<file path="src/rtl/regfile_dump_ctrl.sv">
// Debug controller for a register file: streams registers 0..Depth-1 out over a
// valid/ready interface, and performs single debug writes when idle.
module regfile_dump_ctrl #(
    parameter int Depth = 32,
    parameter int Width = 32
) (
    input  logic             CLK,
    input  logic             reset,
    input  logic             start,
    input  logic             wr_req,
    input  logic [4:0]       wr_addr,
    input  logic [Width-1:0] wr_data,
    output logic [4:0]       rf_addr,
    input  logic [Width-1:0] rf_rdata,
    output logic             rf_we,
    output logic [4:0]       rf_waddr,
    output logic [Width-1:0] rf_wdata,
    output logic             out_valid,
    output logic [Width-1:0] out_data,
    output logic [4:0]       out_index,
    output logic             out_last,
    input  logic             out_ready,
    output logic             busy,
    output logic             done,
    output logic             wr_ack
);
    localparam logic [4:0] LastIdx = 5'(Depth - 1);

    typedef enum logic [1:0] {IDLE, READ, SEND, DONE} state_t;

    state_t     state, state_nxt;
    logic [4:0] idx, idx_nxt;
    logic       wr_go;

    always_comb begin
        state_nxt = state;
        idx_nxt   = idx;
        rf_addr   = '0;
        out_valid = 1'b0;
        busy      = 1'b1;
        done      = 1'b0;
        wr_go     = 1'b0;
        case (state)
            IDLE: begin
                busy = 1'b0;
                // start has priority; a simultaneous write request is dropped
                if (start) begin
                    idx_nxt   = '0;
                    state_nxt = READ;
                end else begin
                    wr_go = wr_req;
                end
            end
            READ: begin
                rf_addr   = idx;
                state_nxt = SEND;
            end
            SEND: begin
                out_valid = 1'b1;
                if (out_ready) begin
                    if (idx == LastIdx) begin
                        state_nxt = DONE;
                    end else begin
                        idx_nxt   = idx + 5'd1;
                        state_nxt = READ;
                    end
                end
            end
            DONE: begin
                done      = 1'b1;
                state_nxt = IDLE;
            end
            default: state_nxt = IDLE;
        endcase
    end

    always_ff @(posedge CLK) begin
        if (reset) begin
            state     <= IDLE;
            idx       <= '0;
            out_data  <= '0;
            out_index <= '0;
            out_last  <= 1'b0;
            rf_we     <= 1'b0;
            wr_ack    <= 1'b0;
            rf_waddr  <= '0;
            rf_wdata  <= '0;
        end else begin
            state  <= state_nxt;
            idx    <= idx_nxt;
            rf_we  <= wr_go;
            wr_ack <= wr_go;
            if (wr_go) begin
                rf_waddr <= wr_addr;
                rf_wdata <= wr_data;
            end
            // beat registers hold through SEND, so stalls keep the payload stable
            if (state == READ) begin
                out_data  <= rf_rdata;
                out_index <= idx;
                out_last  <= (idx == LastIdx);
            end
        end
    end

endmodule

</file>
<file path="config.mk">
export PLATFORM = sky130hd
export DESIGN_NAME = regfile_dump_ctrl
export DESIGN_NICKNAME = d
export VERILOG_FILES = /design/src/rtl/regfile_dump_ctrl.sv
export SDC_FILE = /design/constraint.sdc
export NUM_CORES = 1
export LEC_CHECK = 0
export CELL_PAD_IN_SITES_DETAIL_PLACEMENT = 1
export CELL_PAD_IN_SITES_GLOBAL_PLACEMENT = 2
export CORE_UTILIZATION = 21
export DETAILED_ROUTE_END_ITERATION = 6
export GPL_ROUTABILITY_DRIVEN = 1
export MAX_ROUTING_LAYER = met4
export PLACE_DENSITY = 0.85
export RECOVER_POWER = 100
export SLEW_MARGIN = 15
export SYNTH_ARGS = -nofsm -noshare
export SYNTH_HDL_FRONTEND = slang
export SYNTH_SLANG_ARGS = --single-unit
export TNS_END_PERCENT = 50
</file>
<file path="constraint.sdc">
create_clock -name CLK -period 2 [get_ports CLK]
set_input_delay 0.2 -clock CLK [delete_from_list [all_inputs] [get_ports CLK]]
set_output_delay 0.2 -clock CLK [all_outputs]
set_load 0.005 [all_outputs]
</file>
==> run metrics, run 1 <==
status finished, final reports clean; TritonRoute pass-1 iters 4; reg2reg path depth 6; Startpoint Class flip-flop; Sw Share 22.9%; Slew Limit Fails 0; final clock skew 5.72 ps; met2 usage 24.6%; row cnt 43; Post-synth ARST share 0%; Comb power frac 13.2%; Clock Sinks 83; share of the synthesized area in the top cell type 54.3%; all-layer global routing usage 14.3%; Hold Path Sink out_data[25]; Worst R2R End idx[2]; Routed Antenna Nets 0; synth warn 0; FF+latch count, synth 83; Initial Util 21.8%; gate count after technology mapping 376; commonest non-fill, non-tap cell in the layout nand2_1; Nets 605; Fin Setup TNS 0 ps; root buf cell clkbuf_16; via count 3076; final worst slack ~83 ps; M1 GR Usage roughly 16%; share of power burned in registers 44.5%; CORE AREA 14000 µm²; Net Sw Power between 0.0009 and 0.001 W; Slew Limit Headroom between 50% and 60%; min-delay src reset; fmax between 0.5 and 0.6 GHz; Starting DRT DRC Count 137; Req. time, crit path 1800 ps; die area 15100 µm²; Die H 123 µm; library cells used by synthesis 28; Max Cap Viol 0; kind of critical path flip-flop to output port; Hold Path Class primary input to flip-flop; CP max FO 11; Synth area leaders dfxtp_1, nand2_1, a21oi_1; Pwr Density 777 nW/µm²; hold depth 2; measured slew at the worst slew-check pin 626 ps; Port Buffer Count 158; VDD IR max 383 µV; DP Cell Count 698; total power draw 0.00396 W; clock transition at the registers of the reported paths 60 ps; clock power share 42.3%; cell area after layout about 5100 µm²; internal power 0.00305 W; GRT Max-Usage Layer met2; grt ovf 0; pin count of the biggest net entering global routing between 60 and 70; leakage 2.11 nW; clk_lat worst skew about 340 ps; final wirelength 10.2 mm; antenna diode count 0; CP arrival 1720 ps; Worst R2R Start idx[0]; first-pass GRT wire length 15.8 mm; Avg Vias per Cell ~4.3; Tmin final 1920 ps; commonest non-fill, non-tap cells in the layout nand2_1, dfxtp_1, a21oi_1, dlygate4sd3_1, clkdlybuf4s50_1; layout cell share with drive strength beyond 1 5.63%; flop2flop setup slack ~160 ps; TritonCTS buffer count 9; M3 GR Usage under 10%; EDFF count, synth 0; sequential area share after synthesis 54.3%; DRC Markers 0; final hold viol count 0; gpl congestion 0.770; synthesized area 3060 µm²; Worst setup EP type output port; CTS tree yes; final period utilization a little over nine tenths; vias in the first global route roughly 3200; Final Non-Filler Cells 713; chip width 123 µm; main flop type after synthesis dfxtp_1; area delta synth->final 66.6%; routed len/inst between 10 and 15 µm; Fillers 1650; postcts setup bufs 0; io pins ~160; initial antenna violation count 0; H-tree depth 3; Avg Cell Area, Syn about 8.1 µm²; Max Root-Sink Buffers 2; final setup vio count 0; RSZ-0062 raised after global routing no; pre-CTS WS 155 ps; Final HPWL DP 7.25 mm; leading area contributor after synthesis dfxtp_1; synthesized net count 452; DP Area approximately 4800 µm²
## per-stage QoR
stage,hold WS (ps),util (%)
after detailed placement,449,34.2
final,330,36.3
after CTS,324,36.3
after global placement,441,34.2
after global routing,351,36.3
after floorplan,336,-
## registers in the layout, summed over array words and instances, names as in the netlist
register / count
wr_ack: 1
rf_waddr: 5
idx: 5
state: 2
out_index: 5
out_last: 1
out_data: 32
rf_wdata: 32
## worst max-delay path by stage
| stage | from | endpoint | depth (start not counted) |
|---|---|---|---|
| after CTS | state[1] | rf_addr[4] | 5 |
| final | state[1] | rf_addr[0] | 5 |
| after detailed placement | start | rf_wdata[14] | 4 |
| after global routing | state[1] | rf_addr[1] | 5 |
| after floorplan | idx[0] | idx[3] | 6 |
| after global placement | start | rf_wdata[19] | 4 |
## worst max-delay path, cell delays in order (launching register included)
cell and delay (ps):
dfxtp_1 320, and2b_1 240, buf_6 160, nand2_1 90, inv_1 70, clkdlybuf4s50_1 510
## synthesized netlist by cell type (2+ instances only)
master    instances
inv_1             6
nand3_1           4
nand2_1         152
buf_4             5
nand2b_1          3
a21oi_1          80
dfxtp_1          83
ha_1              2
buf_6             6
buf_2             5
a311oi_1          2
clkbuf_1         11
nand4b_1          2
## power groups by stage
stage	clock network [W]	registers [W]	logic, W
after detailed placement	0	0.00180	0.000560
after global routing	0.00182	0.00177	0.000578
after global placement	0	0.00180	0.000548
final	0.00168	0.00176	0.000523
after floorplan	0	0.00181	0.000200
after CTS	0.00176	0.00177	0.000565
## repair_timing
action	4_1_cts	5_1_grt
endpoints found under the setup margin	1	3
resized for setup	1	3
gates cloned	0	0
hold buffers	0	0
## cells by family after synthesis
logic type	after synthesis	share of synthesized area, %
AO/OA/AOI/OAI	84	14.1
adder cells (fa/ha/maj)	2	0.818
buffers and inverters	33	6.34
flip-flops	83	54.3
multiplexers	1	0.327
AND/OR/NAND/NOR	173	24.1
## routing by layer
layer  share of wire [%]  up-vias
met3                 4.2       15
met5                   0        -
met4                 2.7        0
li1                    -     1531
met1                  43     1453
met2                  50       77
## cell type report
type	instances	area [µm²]	share of cell area, %
repair buffers	169	1680	33.0
flip-flops and latches	83	1660	32.6
multi-input cells	260	1210	23.7
clock buffers	13	260	5.10
well taps	180	225	4.42
clock inverters	2	35.0	0.687
inverters	6	22.5	0.442
Power figures use the tool's default switching activity.
==> inputs of run 2 (changes only) <==
--- a/config.mk
+++ b/config.mk
@@ -8,6 +8,7 @@
 export CELL_PAD_IN_SITES_DETAIL_PLACEMENT = 1
 export CELL_PAD_IN_SITES_GLOBAL_PLACEMENT = 2
 export CORE_UTILIZATION = 21
+export CTS_CLUSTER_SIZE = 10
 export DETAILED_ROUTE_END_ITERATION = 6
 export GPL_ROUTABILITY_DRIVEN = 1
 export MAX_ROUTING_LAYER = met4
==> results of run 2 <==
Same layout as run 1: the final DEF is identical, and so are final timing and power.
